File: src/rtl/als_pkg.sv
// Shared constants for the PmodALS light-sensor datapath.
// Sample width is common to the SPI interface and the averaging filter.
package als_pkg;

    localparam int ALS_DATA_W       = 8;
    localparam int ALS_AVG_LOG2_WIN = 3;

    // Filter state encoding
    localparam logic [0:0] FILL = 1'b0;
    localparam logic [0:0] RUN  = 1'b1;

endpackage

File: src/rtl/als_sample_ring.sv
// Ring buffer holding the last 2^LOG2_WIN light samples.
// o_oldest shows the entry that the next write will overwrite.
module als_sample_ring #(
    parameter int DATA_W   = 8,
    parameter int LOG2_WIN = 3
) (
    input  logic              clk,
    input  logic              reset_n,
    input  logic              i_clear,
    input  logic              i_wr_en,
    input  logic [DATA_W-1:0] i_wr_data,
    output logic [DATA_W-1:0] o_oldest
);

    localparam int N = 1 << LOG2_WIN;

    logic [N-1:0][DATA_W-1:0] r_ring;
    logic [LOG2_WIN-1:0]      r_wr_ptr;

    // Pointer is exactly LOG2_WIN bits, so it wraps from N-1 to 0 on its own
    always_ff @(posedge clk) begin
        if (!reset_n || i_clear) begin
            r_ring   <= '0;
            r_wr_ptr <= '0;
        end else if (i_wr_en) begin
            r_ring[r_wr_ptr] <= i_wr_data;
            r_wr_ptr         <= r_wr_ptr + LOG2_WIN'(1);
        end
    end

    assign o_oldest = r_ring[r_wr_ptr];

endmodule

File: src/rtl/als_moving_avg.sv
// Boxcar moving-average filter for PmodALS samples: running sum over the
// last 2^LOG2_WIN samples, rounded mean emitted per sample once filled.
module als_moving_avg
    import als_pkg::*;
#(
    parameter int DATA_W   = ALS_DATA_W,
    parameter int LOG2_WIN = ALS_AVG_LOG2_WIN
) (
    input  logic              clk,
    input  logic              reset_n,
    input  logic [DATA_W-1:0] in_data,
    input  logic              in_valid,
    input  logic              clear,
    output logic [DATA_W-1:0] avg_data,
    output logic              avg_valid,
    output logic              filled
);

    localparam int N     = 1 << LOG2_WIN;
    localparam int SUM_W = DATA_W + LOG2_WIN;
    localparam int CNT_W = LOG2_WIN + 1;
    localparam logic [SUM_W-1:0] HALF = SUM_W'(1) << (LOG2_WIN - 1);

    logic [SUM_W-1:0]  r_sum;
    logic [CNT_W-1:0]  r_fill_cnt;
    logic [0:0]        r_state;
    logic [DATA_W-1:0] r_avg_data;
    logic              r_avg_valid;
    logic              r_filled;

    logic              w_accept;
    logic [DATA_W-1:0] w_oldest;
    logic [DATA_W-1:0] w_sub;
    logic [SUM_W-1:0]  w_sum_next;
    logic [SUM_W-1:0]  w_sum_rnd;
    logic [DATA_W-1:0] w_avg;
    logic              w_last_fill;

    assign w_accept = in_valid & ~clear;

    als_sample_ring #(
        .DATA_W   (DATA_W),
        .LOG2_WIN (LOG2_WIN)
    ) u_ring (
        .clk       (clk),
        .reset_n   (reset_n),
        .i_clear   (clear),
        .i_wr_en   (w_accept),
        .i_wr_data (in_data),
        .o_oldest  (w_oldest)
    );

    // Nothing has been evicted yet while filling, so subtract zero
    assign w_sub       = (r_state == RUN) ? w_oldest : '0;
    assign w_sum_next  = r_sum + SUM_W'(in_data) - SUM_W'(w_sub);
    // N*(2^DATA_W-1) + N/2 still fits in SUM_W bits
    assign w_sum_rnd   = w_sum_next + HALF;
    assign w_avg       = DATA_W'(w_sum_rnd >> LOG2_WIN);
    assign w_last_fill = (r_fill_cnt == CNT_W'(N - 1));

    always_ff @(posedge clk) begin
        if (!reset_n) begin
            r_sum       <= '0;
            r_fill_cnt  <= '0;
            r_state     <= FILL;
            r_avg_data  <= '0;
            r_avg_valid <= 1'b0;
            r_filled    <= 1'b0;
        end else if (clear) begin
            // avg_data deliberately holds so downstream display keeps its reading
            r_sum       <= '0;
            r_fill_cnt  <= '0;
            r_state     <= FILL;
            r_avg_valid <= 1'b0;
            r_filled    <= 1'b0;
        end else begin
            r_avg_valid <= 1'b0;
            if (in_valid) begin
                r_sum <= w_sum_next;
                if (r_state == FILL) begin
                    r_fill_cnt <= r_fill_cnt + CNT_W'(1);
                    if (w_last_fill) begin
                        r_state     <= RUN;
                        r_filled    <= 1'b1;
                        r_avg_valid <= 1'b1;
                        r_avg_data  <= w_avg;
                    end
                end else begin
                    r_avg_valid <= 1'b1;
                    r_avg_data  <= w_avg;
                end
            end
        end
    end

    assign avg_data  = r_avg_data;
    assign avg_valid = r_avg_valid;
    assign filled    = r_filled;

endmodule

File: config.mk
export PLATFORM = sky130hd
export DESIGN_NAME = als_moving_avg
export DESIGN_NICKNAME = d
export VERILOG_FILES = /design/src/rtl/als_pkg.sv /design/src/rtl/als_sample_ring.sv /design/src/rtl/als_moving_avg.sv
export SDC_FILE = /design/constraint.sdc
export NUM_CORES = 1
export LEC_CHECK = 0
export BUFFER_PORTS_ARGS = -buffer_cell sky130_fd_sc_hd__buf_4
export CORE_UTILIZATION = 58
export DETAILED_ROUTE_END_ITERATION = 16
export GPL_TIMING_DRIVEN = 0
export PLACE_DENSITY = 0.76
export SYNTH_ARGS = -nofsm -noshare
export SYNTH_HDL_FRONTEND = slang
export SYNTH_SLANG_ARGS = --single-unit
export TNS_END_PERCENT = 5
File: constraint.sdc
create_clock -name clk -period 10 [get_ports clk]
set_clock_uncertainty 0.2 [all_clocks]
set_input_delay 2 -clock clk [delete_from_list [all_inputs] [get_ports clk]]
set_output_delay 2 -clock clk [all_outputs]
set_load 0.1 [all_outputs]
# == Word level (Yosys, flattened, before mapping) ==
# Index checks and enable logic that the tools add are counted.
# totals
register_bits,93
inputBits,12
out_inout_bits,10
wordCells,47
# classes
addsub,5
order_cmp,2
eq_ne,1
muxes,10
bitwise_logic,5
n_reduce_logical,9
# op_table
op,count
bitwise mux 64 bit,1
two-way mux 8 bit,5
binary-select mux 8 bit (select 3 bit),1
demux 8 bit (select 3 bit),1
"adder 11 x 3 -> 11 bit, second input constant",1
adder 11 x 8 -> 11 bit,1
subtractor 11 x 8 -> 11 bit,1
AND reduction 3 bit,2
"adder 4 x 1 -> 4 bit, second input constant",1
"equality test 4 x 3 -> 1 bit, second input constant",1
"< comparator 3 x 4 -> 1 bit, second input constant",1
inverter 1 bit,4
"adder 3 x 1 -> 3 bit, second input constant",1
"greater-or-equal comparator 3 x 1 -> 1 bit, second input constant",1
OR reduction 3 bit,1
two-way mux 1 bit,2
AND reduction 2 bit,1
nonzero test 2 bit,1
OR reduction 2 bit,1
bitwise AND 1 bit,1
logical AND 1 bit,1
logical NOT 1 bit,1
logical OR 1 bit,1

# == Depth between registers and ports, before layout ==
# Gate-level depths: netlist of run 1.
# depth
ltp_word,7
mapped_depth,15
mapped_depth_nobuf,14

# == Modules after synthesis ==
# Synthesis of run 1 repeated with hierarchy kept, for this count alone.
# hier_totals
cells_unflattened,542
area_unflattened_um2,4956.0
# modules_own_cells
module,instances,cells_per_inst,area_each_um2,seq_area_each_um2
als_sample_ring,1,313,2960.3,1341.3
als_moving_avg,1,229,1995.7,520.5

# == Worst setup path after synthesis of run 1 ==
# No wires, ideal clock.
# synth_path
kind,input to register
startpoint,in in_data[1]
endpoint,reg r_avg_data[7] (netlist: avg_data[7])
setup_ns,0.075
arrival_ns,4.398
required_time_ns,9.725
setup_slack_ns,5.327
stages,12
n_path_buf,0
cell_sequence,inv_1 > fa_1 > inv_1 > ha_1 > a21o_1 > a21oi_1 > xnor2_1 > ha_1 > and2_1 > and4_1 > a31o_1 > a31oi_1
# synth_via
elab_chain_len,5
# synth_rtl
item,line_no,text
from (decl),als_moving_avg.sv:11,"input logic [DATA_W-1:0] in_data,"
adder 11 x 8 -> 11 bit *,als_moving_avg.sv:55,assign w_sum_next = r_sum + SUM_W'(in_data) - SUM_W'(w_sub);
subtractor 11 x 8 -> 11 bit *,als_moving_avg.sv:55,
net w_sum_next[3],als_moving_avg.sv:34,logic [SUM_W-1:0] w_sum_next;
adder 11 x 3 -> 11 bit *,als_moving_avg.sv:57,assign w_sum_rnd = w_sum_next + HALF;
two-way mux 8 bit,als_moving_avg.sv:82,if (w_last_fill) begin
two-way mux 8 bit *,als_moving_avg.sv:80,if (r_state == FILL) begin
to (signal assigned),als_moving_avg.sv:86,r_avg_data <= w_avg;
to (signal assigned),als_moving_avg.sv:90,r_avg_data <= w_avg;
to (decl),als_moving_avg.sv:27,logic [DATA_W-1:0] r_avg_data;
# Mark *: on every way through the listed nets, which the timed path passes. The rest lies on a longest branch. The select of a mux whose other input is x is not followed.
# A chain may end at the register's enable or synchronous reset.

# == Final worst setup path of run 1 ==
# layout_path
startpoint,reg u_ring.r_wr_ptr[1]
endpoint,reg r_avg_data[7] (netlist: avg_data[7])
# layout_via
elab_chain_len,7
# layout_rtl
item,line_no,text
from (decl),als_sample_ring.sv:18,logic [LOG2_WIN-1:0] r_wr_ptr;
from (signal assigned),als_sample_ring.sv:27,r_wr_ptr <= r_wr_ptr + LOG2_WIN'(1);
binary-select mux 8 bit (select 3 bit) *,als_sample_ring.sv:31,assign o_oldest = r_ring[r_wr_ptr];
two-way mux 8 bit (not written as such) *,als_sample_ring.sv:31,
two-way mux 8 bit *,als_moving_avg.sv:54,assign w_sub = (r_state == RUN) ? w_oldest : '0;
subtractor 11 x 8 -> 11 bit *,als_moving_avg.sv:55,
adder 11 x 3 -> 11 bit *,als_moving_avg.sv:57,
two-way mux 8 bit,als_moving_avg.sv:82,
two-way mux 8 bit *,als_moving_avg.sv:80,
# Every way passes the cells marked *; elsewhere a longest branch is shown, timed or not. The select of a mux whose other input is x is not followed.

==> results of run 1 <==
Yosys cell counts (8+ instances only):
library cell,count,area share
mux4_2,16,0.077
xnor2_1,14,0.026
fa_1,8,0.034
nor2b_1,11,0.015
nand2_1,26,0.021
dfxtp_1,93,0.40
xor2_1,8,0.015
mux2i_1,52,0.11
nor2_1,106,0.085
nand3_1,8,0.0085
ha_1,14,0.037
inv_1,26,0.021
clkbuf_1,20,0.016
a21oi_1,42,0.045
metrics by stage:
stage,cells,hold slack (ns)
floorplan,504,0.233
global placement,626,0.240
detailed placement,626,0.246
CTS,642,0.259
global route,642,0.283
finish,642,0.261
sequential cells by signal, summed over array words and instances, names as in the netlist:
register and flops:
r_state 1, filled 1, r_sum 11, u_ring.r_ring 64, avg_data 8, avg_valid 1, u_ring.r_wr_ptr 3, r_fill_cnt 4
layout make-up:
type / count / area (µm²) / area share
multi-input combinational: 355 / 2610 / 0.505
clock buffer: 11 / 141 / 0.0274
sequential: 93 / 1860 / 0.360
clock inverter: 5 / 60.1 / 0.0116
buffer: 30 / 120 / 0.0233
timing repair buffer: 20 / 150 / 0.0291
tap: 102 / 128 / 0.0247
inverter: 26 / 97.6 / 0.0189
final timing paths:
| path | slack [ns] | startpoint | endpoint |
|---|---|---|---|
| setup reg to reg | 5.24 | u_ring.r_wr_ptr[1] | avg_data[7] |
| hold reg to reg | 0.26 | u_ring.r_ring[34] | u_ring.r_ring[34] |
| setup / recovery | 5.24 | u_ring.r_wr_ptr[1] | avg_data[7] |
| hold / removal | 0.26 | u_ring.r_ring[34] | u_ring.r_ring[34] |
kinds of logic (layout without fill, tap and decap cells):
| kind of cell | after synthesis | count (layout) | share of synthesized area |
|---|---|---|---|
| simple gates | 174 | 174 | 0.161 |
| buf+inv | 56 | 92 | 0.0464 |
| flops | 93 | 93 | 0.397 |
| compound gates | 67 | 67 | 0.0897 |
| xor+xnor | 22 | 22 | 0.0411 |
| mux | 70 | 70 | 0.193 |
| fa+ha+maj | 22 | 22 | 0.0715 |
critical path, cell delays in order (launching register included):
cell	delay, ns
dfxtp_1	0.34
clkbuf_1	0.35
buf_1	0.61
mux4_2	0.41
mux2_2	0.28
nand2_1	0.09
fa_1	0.42
ha_1	0.40
and3_1	0.21
a211o_1	0.35
xor2_1	0.38
and4_1	0.33
nand4_1	0.11
a31oi_1	0.21
power by group:
part | switching, mW | internal (mW)
sequential | 0.00337 | 0.375
clock | 0.134 | 0.123
combinational | 0.0952 | 0.0667
total | 0.233 | 0.565
per-layer routing:
layer | wire [µm] | vias up | part of all wire
li1 | - | 1766 | -
met5 | 0 | - | 0
met2 | 5160 | 113 | 0.49
met1 | 4490 | 1729 | 0.43
met4 | 288 | 0 | 0.027
met3 | 573 | 27 | 0.055
==> impl_metrics.ini, run 1 <==
[timing]
slew_headroom = 0.264
period_minus_slack_ns = 4.76
setup_tns_ns = 0
rsz0062_at_grt = false
worst_slack_ns = 5.24
finalSetupViolations = 0
period_share = 0.476
timing.fmax_mhz = 210
hold_viol = 0
tightest_slew_ns = 1.10
final-max-slew-violation-count = 0

[detailed_routing]
drtPass1Iterations = 5
via_per_inst = 5.66
drc_errors = 0
ant_nets = 0
drt_iter0_drc = 187
wl_per_cell_um = 16.4
drt-total-wl_um = 10500
vias = 3635

[logic_synthesis]
synthesis.area_um2 = 4690
avgSynthCellArea_um2 = 9.30
synth_cell_types = 42
yosys_warnings = 0
synth.net_count = 538
yosysSeqAreaShare = 0.397
async_flop_share = 0
postSynthCellCount = 504
synth_ff_type = dfxtp_1
synth_edf_count = 0
ys_ff_latch = 93

[cts]
path_clk_slew_ns = 0.09
postCtsHoldBufs = 0
htree_levels = 3
clockBufferDepth = 2
clkSinkCount = 93
root_buffer = clkbuf_8
cts_made_buffers = 9
clk_latency_ns = 0.36
postCtsSetupRepairBufs = 0
post_cts_resized = 0
cts_tree = done

[floorplanning]
die-height_um = 91.9
core-area_um2 = 7770
num_io_pins = 22
rows = 32
die_w_um = 91.9
start_util = 0.603
die-area_um2 = 8440

[final_layout]
mostFrequentLayoutCell = nor2_1
final_nets = 569
design_area_um2 = 5170
fillers = 670
fin_util = 0.665
area_growth_pct = 10.2
final_cell_mix = 106 x nor2_1, 93 x dfxtp_1, 52 x mux2i_1, 42 x a21oi_1
num_antenna_cells = 0
layout-drive-gt1-share = 0.119

[global_route]
antenna_found_initial = 0
grt_max_degree = 16
grt-ovfl-total = 0
grt_util_met2 = 0.453
grt_use_total = 0.273
met1_usage = 0.346
met3_usage = 0.0580
grt-busiest-layer = met2
grt_pass1_vias = 3668
grt_pass1_wl_um = 17900

[hold_path]
hold_path_depth = 2
hold_class = flop to flop

[power_and_ir_drop]
power_mw = 0.798
p_leak_nw = 2.07
power-per-cell-area_nw_per_um2 = 154
peakVddDrop_v = 0.0000840

[placed_design]
dpl_cell_area_um2 = 4960
hpwlAfterDp_um = 7690
io_buffers = 20
dpl_worst_slack_ns = 4.98
gp_congestion = 0.841

[worst_setup_path]
crit_arrival_ns = 4.84
critical_path_class = flop to flop
cp-end-kind = flop
rr_worst_depth = 13
cp.required_ns = 10.09
critPathLaunchType = flop
path_max_fanout = 10

[job]
max_cap_violations = 0

[outcome]
status = completed
No activity file was read; power rests on OpenSTA's default activity.
==> run 2, diff against run 1 <==
- clock period: 10 -> 4.4 ns (I/O delays scaled with it)
==> run 2 against run 1 <==
Effect of this change:
- critical path depth is 1 lower
- utilization increased by 0.26 points
- die area unchanged
- non-clock buffer count did not move
- sequential share of layout area is 0.14 points lower
- worst setup slack got worse by 5.0 ns
- hold slack got worse by 0.00067 ns
- largest cell class unchanged
==> impl_metrics.ini, run 2 (synthesized netlist as in run 1, its figures left out) <==
[outcome]
status = completed

[detailed_routing]
ant_nets = 0
drtPass1Iterations = 5
via_per_inst = 5.69
vias = 3655
drt-total-wl_um = 10500
drc_errors = 0
drt_iter0_drc = 160
wl_per_cell_um = 16.4

[worst_setup_path]
timing.rr.end = avg_data[7]
critical_path_class = flop to flop
critPathLaunchType = flop
endpoint = avg_data[7]
rr_startpoint = u_ring.r_wr_ptr[0]
crit_arrival_ns = 4.25
rr_worst_depth = 12
r2r_slack_ns = 0.24
path_max_fanout = 10
cp-startpoint = u_ring.r_wr_ptr[0]
cp-end-kind = flop
cp.required_ns = 4.49

[placed_design]
hpwlAfterDp_um = 7690
gp_congestion = 0.841
io_buffers = 20
dp_cells = 626
dpl_cell_area_um2 = 4960

[floorplanning]
die-area_um2 = 8440
die_w_um = 91.9
core-area_um2 = 7770
die-height_um = 91.9
start_util = 0.603
rows = 32
num_io_pins = 22

[power_and_ir_drop]
power-per-cell-area_nw_per_um2 = 350
power_mw = 1.82
p_leak_nw = 2.08
peakVddDrop_v = 0.000190

[timing]
whs_ns = 0.260
period_share = 0.946
period_minus_slack_ns = 4.16
hold_viol = 0
rsz0062_at_grt = false
tightest_slew_ns = 1.09
finalSetupViolations = 0
timing.fmax_mhz = 240
final-max-slew-violation-count = 0
slew_headroom = 0.268

[final_layout]
layout.cells.non_filler = 642
design_area_um2 = 5190
largest_register_ffs = 64
layout-drive-gt1-share = 0.128
final_nets = 569
mostFrequentLayoutCell = nor2_1
fillers = 667
final_cell_mix = 106 x nor2_1, 93 x dfxtp_1, 52 x mux2i_1, 41 x a21oi_1
area_growth_pct = 10.7
num_antenna_cells = 0
multi_input_area_um2 = 2620
seq_area_um2 = 1860
top_register = u_ring.r_ring

[cts]
cts_made_buffers = 9
clkSinkCount = 93
path_clk_slew_ns = 0.09
root_buffer = clkbuf_8
postCtsSetupRepairBufs = 0
post_cts_resized = 2
clk_latency_ns = 0.36
cts_tree = done
htree_levels = 3
postCtsHoldBufs = 0
clockBufferDepth = 2

[global_route]
grt_pass1_vias = 3668
grt_pass1_wl_um = 17900
grt_max_degree = 16
grt-ovfl-total = 0
antenna_found_initial = 0
grt_use_total = 0.273

[job]
max_cap_violations = 0

[hold_path]
hold_class = flop to flop
## run 2: layout make-up
cell class                 instances  area share
clock buffer                      11      0.0273
sequential                        93       0.359
tap                              102      0.0246
buffer                            30      0.0248
inverter                          26      0.0188
timing repair buffer              20      0.0290
multi-input combinational        355       0.505
clock inverter                     5      0.0116
## run 2: power breakdown
group	internal (mW)	switching, mW	total (mW)
combinational	0.154	0.219	0.373
clock	0.280	0.304	0.583
sequential	0.853	0.00769	0.861
total	1.29	0.531	1.82
## run 2: worst min-delay path by stage
stage	cells after the start	slack, ns	to	start
final	2	0.26	u_ring.r_ring[34]	u_ring.r_ring[34]
after global routing	2	0.28	u_ring.r_ring[35]	u_ring.r_ring[35]
after CTS	2	0.26	u_ring.r_ring[34]	u_ring.r_ring[34]
after detailed placement	2	0.25	u_ring.r_ring[34]	u_ring.r_ring[34]
after global placement	2	0.24	u_ring.r_ring[36]	u_ring.r_ring[36]
after floorplan	2	0.23	u_ring.r_ring[32]	u_ring.r_ring[32]
## run 2: critical path: stages (launching register included)
cell	delay, ns
dfxtp_1	0.37
buf_2	0.33
mux4_2	0.55
mux2_2	0.28
nand2_1	0.09
fa_1	0.42
ha_1	0.40
and3_1	0.21
a211o_1	0.37
xor2_2	0.27
and4_1	0.30
nand4_1	0.11
a31oi_1	0.21
## run 2: metrics by stage
stage	util	worst slack (ns)	TNS, ns
floorplan	-	0.363	0
global placement	0.639	-0.198	-0.717
detailed placement	0.639	-0.257	-1.05
CTS	0.666	0.0769	0
global route	0.668	0.00159	0
finish	0.668	0.238	0
## run 2: layer usage
metal,wire [µm],global-route usage,share of wire,vias to the layer above
met5,0,0,0,-
met4,308,0.111,0.029,0
met3,474,0.0580,0.045,29
met2,5100,0.453,0.48,103
met1,4630,0.346,0.44,1755
li1,-,-,-,1768
